===== src/rtl/aes_ctr_inc_fsm_if.sv =====
// Request/status handshake plus the slice read/write port of the external counter register file.
interface aes_ctr_inc_fsm_if #(
   parameter int SliceSize     = 16,
   parameter int SliceIdxWidth = 3
);
   logic                     incr;
   logic [SliceSize-1:0]     incr_val;
   logic                     inc32;
   logic                     ready;
   logic                     done;
   logic                     wrap;
   logic [SliceIdxWidth-1:0] ctr_slice_idx;
   logic [SliceSize-1:0]     ctr_slice_rd;
   logic [SliceSize-1:0]     ctr_slice_wr;
   logic                     ctr_we;

   // master: control FSM plus register file; slave: the increment FSM
   modport master (
      output incr, incr_val, inc32, ctr_slice_rd,
      input  ready, done, wrap, ctr_slice_idx, ctr_slice_wr, ctr_we
   );
   modport slave (
      input  incr, incr_val, inc32, ctr_slice_rd,
      output ready, done, wrap, ctr_slice_idx, ctr_slice_wr, ctr_we
   );
endinterface


===== src/rtl/aes_ctr_inc_fsm.sv =====
// Slice-serial counter increment (full width for CTR, inc32 for GCM), one slice per cycle with rippled carry.
// Sparse-encoded state flop; any error or illegal encoding locks into ERROR and raises alert_o.
module aes_ctr_inc_fsm #(
   parameter int CtrWidth      = 128,
   parameter int SliceSize     = 16,
   parameter int EarlyExit     = 0,
   parameter int NumSlices     = CtrWidth / SliceSize,
   parameter int SliceIdxWidth = (NumSlices > 1) ? $clog2(NumSlices) : 1
) (
   input  logic             clk_i,
   input  logic             rst_ni,
   aes_ctr_inc_fsm_if.slave ctr_if,
   input  logic             incr_err_i,
   input  logic             mr_err_i,
   output logic             alert_o
);
   localparam logic [5:0] StIdle  = 6'b101001;
   localparam logic [5:0] StIncr  = 6'b010110;
   localparam logic [5:0] StError = 6'b111100;

   localparam logic [SliceIdxWidth-1:0] LastIdxFull = SliceIdxWidth'(NumSlices - 1);
   localparam logic [SliceIdxWidth-1:0] LastIdx32   = SliceIdxWidth'(32 / SliceSize - 1);

   logic [5:0]               state_q, state_d;
   logic [SliceIdxWidth-1:0] idx_q, idx_d, last_idx;
   logic [SliceSize-1:0]     incr_val_q, incr_val_d, addend;
   logic [SliceSize:0]       sum;
   logic                     carry_q, carry_d;
   logic                     wrap_q, wrap_d;
   logic                     inc32_q, inc32_d;
   logic                     at_last, complete, err;

   assign last_idx = inc32_q ? LastIdx32 : LastIdxFull;
   assign at_last  = (idx_q == last_idx);
   assign addend   = (idx_q == '0) ? incr_val_q : {{(SliceSize-1){1'b0}}, carry_q};
   assign sum      = {1'b0, ctr_if.ctr_slice_rd} + {1'b0, addend};
   assign complete = at_last || ((EarlyExit != 0) && !sum[SliceSize]);
   assign err      = incr_err_i | mr_err_i;

   assign ctr_if.ctr_slice_wr  = sum[SliceSize-1:0];
   assign ctr_if.ctr_slice_idx = idx_q;
   assign ctr_if.wrap          = wrap_q;

   always_comb begin
      state_d       = state_q;
      idx_d         = idx_q;
      carry_d       = carry_q;
      wrap_d        = wrap_q;
      incr_val_d    = incr_val_q;
      inc32_d       = inc32_q;
      ctr_if.ready  = 1'b0;
      ctr_if.done   = 1'b0;
      ctr_if.ctr_we = 1'b0;
      alert_o       = 1'b0;
      case (state_q)
         StIdle: begin
            ctr_if.ready = 1'b1;
            if (ctr_if.incr) begin
               incr_val_d = ctr_if.incr_val;
               inc32_d    = ctr_if.inc32;
               idx_d      = '0;
               wrap_d     = 1'b0;
               state_d    = StIncr;
            end
         end
         StIncr: begin
            ctr_if.ctr_we = 1'b1;
            carry_d       = sum[SliceSize];
            if (complete) begin
               ctr_if.done = 1'b1;
               wrap_d      = at_last & sum[SliceSize];
               idx_d       = '0;
               state_d     = StIdle;
            end else begin
               idx_d = idx_q + SliceIdxWidth'(1);
            end
         end
         StError: alert_o = 1'b1;
         default: begin
            alert_o = 1'b1;
            state_d = StError;
         end
      endcase
      // The slice write of this cycle still lands; everything else freezes.
      if (err) begin
         state_d     = StError;
         idx_d       = idx_q;
         carry_d     = carry_q;
         wrap_d      = wrap_q;
         incr_val_d  = incr_val_q;
         inc32_d     = inc32_q;
         ctr_if.done = 1'b0;
      end
   end

   always_ff @(posedge clk_i or negedge rst_ni) begin
      if (!rst_ni) begin
         state_q    <= StIdle;
         idx_q      <= '0;
         carry_q    <= 1'b0;
         wrap_q     <= 1'b0;
         incr_val_q <= '0;
         inc32_q    <= 1'b0;
      end else begin
         state_q    <= state_d;
         idx_q      <= idx_d;
         carry_q    <= carry_d;
         wrap_q     <= wrap_d;
         incr_val_q <= incr_val_d;
         inc32_q    <= inc32_d;
      end
   end

   a_alert_state: assert property (@(posedge clk_i) disable iff (!rst_ni)
      !alert_o |-> (state_q == StIdle || state_q == StIncr));
   a_we_incr: assert property (@(posedge clk_i) disable iff (!rst_ni)
      ctr_if.ctr_we |-> (state_q == StIncr));
   a_done_pulse: assert property (@(posedge clk_i) disable iff (!rst_ni)
      ctr_if.done |=> !ctr_if.done);
   a_idx_range: assert property (@(posedge clk_i) disable iff (!rst_ni)
      (state_q == StIncr) |-> (idx_q <= last_idx));
endmodule


===== src/flat_wrapper.sv =====
// flat-port wrapper written by rule: the top's interface ports become plain ports
module aes_ctr_inc_fsm_flat 
#(
   parameter int CtrWidth      = 128,
   parameter int SliceSize     = 16,
   parameter int EarlyExit     = 0,
   parameter int NumSlices     = CtrWidth / SliceSize,
   parameter int SliceIdxWidth = (NumSlices > 1) ? $clog2(NumSlices) : 1
)
  (clk_i, rst_ni, incr_err_i, mr_err_i, alert_o, ctr_if_incr, ctr_if_incr_val, ctr_if_inc32, ctr_if_ctr_slice_rd, ctr_if_ready, ctr_if_done, ctr_if_wrap, ctr_if_ctr_slice_idx, ctr_if_ctr_slice_wr, ctr_if_ctr_we);
  aes_ctr_inc_fsm_if #(.SliceSize(SliceSize), .SliceIdxWidth(SliceIdxWidth)) ctr_if_i ();
  input  logic clk_i;
  input  logic rst_ni;
  input  logic incr_err_i;
  input  logic mr_err_i;
  output logic alert_o;
  input wire logic [$bits(ctr_if_i.incr)-1:0] ctr_if_incr;
  input wire logic [$bits(ctr_if_i.incr_val)-1:0] ctr_if_incr_val;
  input wire logic [$bits(ctr_if_i.inc32)-1:0] ctr_if_inc32;
  input wire logic [$bits(ctr_if_i.ctr_slice_rd)-1:0] ctr_if_ctr_slice_rd;
  output wire logic [$bits(ctr_if_i.ready)-1:0] ctr_if_ready;
  output wire logic [$bits(ctr_if_i.done)-1:0] ctr_if_done;
  output wire logic [$bits(ctr_if_i.wrap)-1:0] ctr_if_wrap;
  output wire logic [$bits(ctr_if_i.ctr_slice_idx)-1:0] ctr_if_ctr_slice_idx;
  output wire logic [$bits(ctr_if_i.ctr_slice_wr)-1:0] ctr_if_ctr_slice_wr;
  output wire logic [$bits(ctr_if_i.ctr_we)-1:0] ctr_if_ctr_we;
  assign ctr_if_i.incr = ctr_if_incr;
  assign ctr_if_i.incr_val = ctr_if_incr_val;
  assign ctr_if_i.inc32 = ctr_if_inc32;
  assign ctr_if_i.ctr_slice_rd = ctr_if_ctr_slice_rd;
  assign ctr_if_ready = ctr_if_i.ready;
  assign ctr_if_done = ctr_if_i.done;
  assign ctr_if_wrap = ctr_if_i.wrap;
  assign ctr_if_ctr_slice_idx = ctr_if_i.ctr_slice_idx;
  assign ctr_if_ctr_slice_wr = ctr_if_i.ctr_slice_wr;
  assign ctr_if_ctr_we = ctr_if_i.ctr_we;
  aes_ctr_inc_fsm #(.CtrWidth(CtrWidth), .SliceSize(SliceSize), .EarlyExit(EarlyExit), .NumSlices(NumSlices), .SliceIdxWidth(SliceIdxWidth)) u_core (.clk_i(clk_i), .rst_ni(rst_ni), .ctr_if(ctr_if_i), .incr_err_i(incr_err_i), .mr_err_i(mr_err_i), .alert_o(alert_o));
endmodule

===== config.mk =====
export PLATFORM = sky130hd
export DESIGN_NAME = aes_ctr_inc_fsm_flat
export DESIGN_NICKNAME = d
export VERILOG_FILES = /design/src/rtl/aes_ctr_inc_fsm_if.sv /design/src/rtl/aes_ctr_inc_fsm.sv /design/src/flat_wrapper.sv
export SDC_FILE = /design/constraint.sdc
export NUM_CORES = 1
export LEC_CHECK = 0
export ABC_AREA = 1
export ABC_CLOCK_PERIOD_IN_PS = 2900
export CAP_MARGIN = 40
export CORE_MARGIN = 5
export CORE_UTILIZATION = 50
export DETAILED_ROUTE_END_ITERATION = 10
export PLACE_DENSITY = 0.82
export SYNTH_ARGS = -nofsm -noshare
export SYNTH_HDL_FRONTEND = slang
export SYNTH_SLANG_ARGS = --single-unit

===== constraint.sdc =====
create_clock -name clk_i -period 2.9 [get_ports clk_i]
set_input_delay 0.58 -clock clk_i [delete_from_list [all_inputs] [get_ports clk_i]]
set_output_delay 0.58 -clock clk_i [all_outputs]
set_load 0.005 [all_outputs]

==> summary.txt, run 1 <==
Synthesis
  – Mean Syn Cell Area: 7.09 sq um
  – Area contributors post-synth: dfrtp_1 25%, nand2_1 13%, ha_1 9.3%, inv_1 8.1%, o21ai_2 6.2%
  – Syn_nets: 398
  – Synth Instances: 341
  – Post-Syn Area: 2420 sq um
  – Synth async-reset ratio: 100%
  – Top FF cell, synth: dfrtp_1
  – Top cell type by total area after synthesis: dfrtp_1
  – Seq/Total Area, Yosys: 27.0%
  – Yosys top cell area share: 24.9%
  – Synth unique cells: 30
  – Post-synthesis sequential element count: 26
  – Post-synth EDFFs: 0
  – Synth warnings: 0

STA
  – Worst rel slew slack: 77.9%
  – Final setup violation count: 6
  – Setup WS post-layout: -0.0812 ns
  – Setup repair after global routing missed its margin: yes
  – Fmax: 0.335 GHz
  – Final hold viol count: 0
  – Worst-margin pin slew: 0.332 ns
  – Setup_tns: -0.305 ns
  – Final period util: 103%
  – Period minus WS final: 2.98 ns
  – Clock Skew: 0.00497 ns
  – Max-slew violation count: 0

Pwr
  – PwrDens: 370 nW/um^2
  – P_leak: 1.85 nW
  – Peak VDD IR: 0.289 mV

Clocking
  – # H-tree levels: 1
  – Clock slew at reported path FFs: 0.08 ns
  – CTS sink cnt: 26
  – TritonCTS Buffers: 3
  – Clock Tree Root: clkbuf_8
  – Clock Latency Late Sink: 0.26 ns
  – Max clock buf depth: 2
  – CTS tree: yes
  – # hold bufs at CTS: 0

Run
  – Max-cap violation count: 0

Die
  – Row cnt: 25
  – Full die area: 6320 sq um
  – Initial Util: 51.5%
  – Chip height: 79.5 um
  – Core region area: 4690 sq um
  – I/O pin count: 62
  – Die width: 79.5 um

Critical path
  – Worst r2r dst: u_core.carry_q
  – Critical Path AT: 2.40 ns
  – R2r startpoint: u_core.ctr_if.ctr_slice_idx[1]
  – Crit Path Max Fanout: 8
  – R2R Setup Slk: 0.67 ns
  – Kind of end point of the critical path: primary output
  – Critical path class: reg2out
  – Worst reg2reg path depth: 15
  – Startpoint Class: register
  – WP data required: 2.32 ns

Layout
  – # fillers: 286
  – Share of cells above drive strength 1: 43.3%
  – Final cell count without fillers: 488
  – FF+latch area: 653 sq um
  – Multi-input logic area: 1770 sq um
  – Final nets: 492
  – Commonest non-fill, non-tap cell in the layout: nand2_1
  – Most frequent cells in the layout: 60 x nand2_1, 46 x inv_1, 46 x clkdlybuf4s50_1, 40 x buf_4, 36 x nand2_2
  – Final core occ: 79.6%
  – Antenna diode count: 0
  – Layout overhead on the synthesized area: 54.5%

Route
  – Drt first-iter violations: 154
  – Total Routed Length: 7620 um
  – DR vias/cell: 5.16
  – Avg WL per Cell: 15.6 um
  – Drt first pass iters: 4
  – Routed Antenna Nets: 0
  – DRC: 0
  – Detailed-route via count: 2519

Run status
  – Status: complete, but fails checks
  – Violated checks: negative setup slack

Worst hold path
  – Hold_sp: u_core.incr_val_q[12]
  – Hold EP: u_core.incr_val_q[12]
  – WHS Path Cells: 2
  – Hold Crit Class: reg2reg

GRT
  – First-pass GRT wire length: 10300 um
  – Vias in the first global route: 2422
  – Initial antenna violation count: 0
  – GRT Total Usage: 20.1%
  – Congestion Overflow GR: 0
  – Largest net degree at the start of global routing: 34

Placement
  – Routability Congestion: 0.904
  – I/O Buffers: 61
  – DP HPWL: 4560 um
  – Placed Cells: 464
==> through the flow <==
step	setup slack [ns]	power (mW)	instance area [sq um]	hold slack, ns
finish	-0.0812	1.38	3730	0.543
global route	-0.241	1.46	3730	0.558
CTS	-0.192	1.24	3430	0.529
detailed placement	-0.428	0.982	3120	0.495
global placement	-0.393	0.970	3120	0.486
floorplan	0.181	0.742	2420	0.284
==> critical path, stage by stage, from the launching register on <==
cell and delay (ns):
dfrtp_1 0.39, inv_2 0.08, ha_4 0.15, nand2_8 0.08
buf_12 0.16, nor2_4 0.10, ha_4 0.22, buf_4 0.14
nand2_2 0.08, inv_1 0.06, a21oi_2 0.15, nand2_2 0.09
nand2_2 0.10, nand4_1 0.10, nand2_1 0.10, clkbuf_2 0.12
==> synth_stat cells (2+ instances only) <==
master	number
ha_1	18
and2_1	2
buf_12	3
nand4_1	3
nand2_1	86
o21ai_2	17
inv_1	52
buf_4	16
o21ai_0	7
a21oi_1	11
dfrtp_1	24
nor2_2	4
dfstp_2	2
nand3_1	19
or2_1	2
nor2_1	33
nand2_2	16
xor2_1	9
nand3b_1	2
nor3_1	2
inv_2	4
==> state kept, by name, summed over array words and instances, names as in the netlist <==
signal / count
u_core.state_q: 4
u_core.incr_val_q: 16
u_core.carry_q: 1
u_core.inc32_q: 1
u_core.ctr_if.ctr_slice_idx: 3
u_core.ctr_if.wrap: 1
==> layout make-up <==
class | instances | share of cell area, %
clock buffer | 4 | 1.21
inverter | 57 | 6.07
multi-input combinational | 238 | 47.5
sequential | 26 | 17.5
tap | 54 | 1.81
timing repair buffer | 109 | 25.9
==> per-layer routing <==
layer  global-route usage (%)  part of all wire (%)  up-vias
li1                         -                     -     1225
met1                     25.2                    40     1172
met2                     37.3                    52      102
met3                     1.13                   4.9       20
met4                     4.81                   2.7        0
met5                        0                     0        -
==> worst max-delay path by stage <==
stage | slack, ns | end | startpoint | cells past startpoint
finish | -0.08 | ctr_if_ctr_slice_wr[12] | u_core.ctr_if.ctr_slice_idx[1] | 15
global route | -0.24 | ctr_if_ctr_slice_wr[15] | u_core.ctr_if.ctr_slice_idx[1] | 16
CTS | -0.19 | ctr_if_ctr_slice_wr[14] | u_core.ctr_if.ctr_slice_idx[1] | 16
detailed placement | -0.43 | ctr_if_ctr_slice_wr[12] | ctr_if_ctr_slice_rd[0] | 11
global placement | -0.39 | ctr_if_ctr_slice_wr[12] | ctr_if_ctr_slice_rd[0] | 11
floorplan | 0.18 | ctr_if_ctr_slice_wr[12] | u_core.ctr_if.ctr_slice_idx[0] | 15
==> kinds of logic (layout without fill, tap and decap cells) <==
family | Yosys count | after routing | share of synthesized area, %
buffers and inverters | 77 | 170 | 17.0
AOI/OAI and AO/OA | 38 | 38 | 10.7
xor gates and xnor gates | 9 | 9 | 3.26
adders and majority gates | 19 | 19 | 10.2
and+or+nand+nor | 172 | 172 | 31.8
DFF | 26 | 26 | 27.0
==> report_power, final <==
part | switching, mW | total, mW | leakage, nW | internal, mW
logic | 0.395 | 0.802 | 1.56 | 0.407
clock network | 0.101 | 0.199 | 0.0228 | 0.0979
registers | 0.00501 | 0.380 | 0.272 | 0.375
==> timing repair <==
action | CTS | global route
gates resized for setup | 77 | 75
setup buffers | 14 | 5
pin swaps | 27 | 40
setup endpoints to repair | 14 | 14
gates cloned | 1 | 0
Power figures use the tool's default switching activity.
==> run 2: changes to the inputs <==
Settings changed: CTS_CLUSTER_DIAMETER set to 30.
==> results of run 2 <==
No change in the layout: final DEF, timing and power equal those of run 1.
==> run 3: changes to the inputs <==
Settings changed: CORE_MARGIN 5 to 1.5.
==> run 3 against run 2 <==
  * The flow still finishes with violations (negative setup slack)
  * Register-to-register slack got worse by 0.10 ns
  * Combinational power increased by 4.6%
  * Worst setup slack worse by 0.095 ns
  * First-iteration DRC count rose by 40%
  * Maximum frequency decreased by 3.1%
  * Core utilization increased by 1.3 points
  * Critical path type unchanged
  * Largest cell class unchanged
  * Largest power group unchanged
==> summary.txt, run 3 (synthesis results as in run 1) <==
Layout
  – Multi-input logic area: 1790 sq um (+0.63%)
  – Final nets: 497 (+1.0%)
  – FF+latch area: 653 sq um (unchanged)
  – Final cell count without fillers: 493 (+1.0%)
  – Largest register FFs: 16 (unchanged)
  – Largest Register: u_core.incr_val_q
  – Layout overhead on the synthesized area: 57.1%
  – Cell area after layout: 3790 sq um (+1.6%)
  – Most frequent cells in the layout: 62 x nand2_1, 48 x inv_1, 46 x clkdlybuf4s50_1, 44 x buf_4, 32 x nand2_2
  – Commonest non-fill, non-tap cell in the layout: nand2_1
  – Share of cells above drive strength 1: 42.4% (-0.95 points)
  – # fillers: 264 (-7.7%)
  – Antenna diode count: 0 (unchanged)

Clocking
  – Clock slew at reported path FFs: 0.08 ns (about the same)
  – CTS tree: yes
  – # hold bufs at CTS: 0 (unchanged)
  – # H-tree levels: 1 (unchanged)
  – Max clock buf depth: 2 (unchanged)
  – Clock Latency Late Sink: 0.27 ns (about the same)
  – Clock Tree Root: clkbuf_8
  – CTS sink cnt: 26 (unchanged)
  – TritonCTS Buffers: 3 (unchanged)

Critical path
  – Critical Path AT: 2.50 ns (+0.10 ns)
  – R2R Setup Slk: 0.57 ns (-0.10 ns)
  – Startpoint Class: register
  – WP data required: 2.32 ns (about the same)
  – Critical path class: reg2out
  – Kind of end point of the critical path: primary output
  – Crit Path Max Fanout: 8 (unchanged)

Pwr
  – PwrDens: 375 nW/um^2 (+1.3%)
  – Peak VDD IR: 0.268 mV (-7.4%)
  – Sequential share of power: 26.7% (-0.8 points)
  – Combinational share of power: 59.0% (+0.9 points)
  – Sw Share: 37.0% (+0.72 points)
  – Clk network pwr share: 14.3% (about the same)
  – Int Power: 0.895 mW (+1.8%)
  – Sw power: 0.527 mW (+5.0%)
  – P_leak: 1.90 nW (+2.5%)

Route
  – Routed Antenna Nets: 0 (unchanged)
  – Drt first pass iters: 4 (unchanged)
  – Drt first-iter violations: 215 (+40%)
  – Detailed-route via count: 2648 (+5.1%)
  – DRC: 0 (unchanged)
  – Total Routed Length: 7840 um (+2.9%)
  – DR vias/cell: 5.37 (+4.1%)
  – Avg WL per Cell: 15.9 um (+1.9%)

GRT
  – First-pass GRT wire length: 10600 um (+3.1%)
  – Largest net degree at the start of global routing: 34 (unchanged)
  – Initial antenna violation count: 0 (unchanged)
  – Congestion Overflow GR: 0 (unchanged)
  – GRT Total Usage: 25.6% (+5.5 points)
  – Vias in the first global route: 2461 (+1.6%)

Placement
  – Placed Cells: 463 (-0.22%)
  – Dpl cell area: 3110 sq um (-0.24%)
  – Routability Congestion: 0.920 (+1.7%)
  – I/O Buffers: 61 (unchanged)
  – DP HPWL: 4260 um (-6.5%)

Die
  – Die width: 72.5 um (-8.8%)
  – Chip height: 72.5 um (-8.8%)
  – Row cnt: 25 (unchanged)
  – Full die area: 5260 sq um (-17%)
  – Initial Util: 51.5% (unchanged)
  – I/O pin count: 62 (unchanged)
  – Core region area: 4690 sq um (unchanged)

STA
  – Fmax: 0.325 GHz (-3.1%)
  – Final period util: 106% (+3.3 points)
  – Setup WS post-layout: -0.176 ns (-0.0948 ns)
  – Final setup violation count: 11 (+5)
  – Min Hold Slack: 0.531 ns (-0.0117 ns)
  – Period minus WS final: 3.08 ns (+0.0948 ns)
  – Worst-margin pin slew: 0.326 ns (-0.00646 ns)
  – Final hold viol count: 0 (unchanged)
  – Worst rel slew slack: 78.3% (+0.43 points)
  – Clock Skew: 0.00537 ns (+0.000401 ns)
  – Setup repair after global routing missed its margin: yes
  – Max-slew violation count: 0 (unchanged)

Run status
  – Status: complete, but fails checks
  – Violated checks: negative setup slack

Worst hold path
  – Hold Crit Class: reg2reg

Run
  – Max-cap violation count: 0 (unchanged)
[run 3: cell types whose count changed in the layout (fill, tap and decap cells not counted), moves of 2 or more]
cell / delta
nand2_1: +2
inv_2: -2
dlygate4sd2_1: +2
nor2_4: +2
nand3_4: +2
buf_2: +3
nand2_2: -4
inv_1: +2
nand2_4: +2
clkbuf_2: -5
buf_4: +4
[run 3: power by group through the flow]
stage	registers (mW)	logic [mW]	clock network (mW)
6_report	0.380	0.839	0.203
4_1_cts	0.379	0.682	0.211
2_1_floorplan	0.387	0.355	0
3_5_place_dp	0.386	0.588	0
3_3_place_gp	0.385	0.576	0
5_1_grt	0.381	0.887	0.224
[run 3: critical path, cell delays in order, from the launching register on]
cell and delay, ns:
dfrtp_1 0.41, inv_2 0.09, ha_4 0.15, nand2_8 0.07, buf_12 0.16, nor2_2 0.15, ha_4 0.24, nand2_2 0.10
inv_1 0.06, a21oi_2 0.17, nand2_4 0.08, buf_4 0.14, xor2_1 0.14, dlygate4sd2_1 0.26
[run 3: repair_timing]
| action | CTS | global route |
|---|---|---|
| gates resized for setup | 109 | 44 |
| gates cloned | 1 | 0 |
| pin swaps | 38 | 32 |
| setup buffers | 19 | 6 |
| endpoints found under the setup margin | 15 | 13 |
[run 3: worst paths after layout]
kind | to | from | depth (start not counted)
max | ctr_if_ctr_slice_wr[7] | u_core.ctr_if.ctr_slice_idx[1] | 13
min | u_core.incr_val_q[11] | u_core.incr_val_q[11] | 2
max reg2reg | u_core.ctr_if.wrap | u_core.ctr_if.ctr_slice_idx[1] | 15
min reg2reg | u_core.incr_val_q[11] | u_core.incr_val_q[11] | 2
max in group asynchronous | u_core.state_q[3] | rst_ni | 2
min in group asynchronous | u_core.incr_val_q[13] | rst_ni | 2
[run 3: through the flow]
| stage | util [%] | worst slack (ns) | total power, mW | setup TNS [ns] |
|---|---|---|---|---|
| after floorplan | - | 0.181 | 0.742 | 0 |
| after global placement | 66.3 | -0.379 | 0.961 | -2.97 |
| after detailed placement | 66.3 | -0.430 | 0.974 | -3.40 |
| after CTS | 75.3 | -0.127 | 1.27 | -0.702 |
| after global routing | 80.9 | -0.300 | 1.49 | -2.46 |
| final | 80.9 | -0.176 | 1.42 | -1.21 |
[run 3: layout make-up]
cell class	instances	area share [%]
Clock buffer	4	1.19
Inverter	57	5.97
Multi-Input combinational cell	238	47.0
Sequential cell	26	17.2
Tap cell	54	1.78
Timing Repair Buffer	114	26.8
[run 3: per-layer routing]
metal | track usage [%] | wire length, um
met4 | 10.5 | 325
met5 | 0 | 0
met2 | 48.8 | 4040
met1 | 29.5 | 3110
met3 | 1.67 | 363
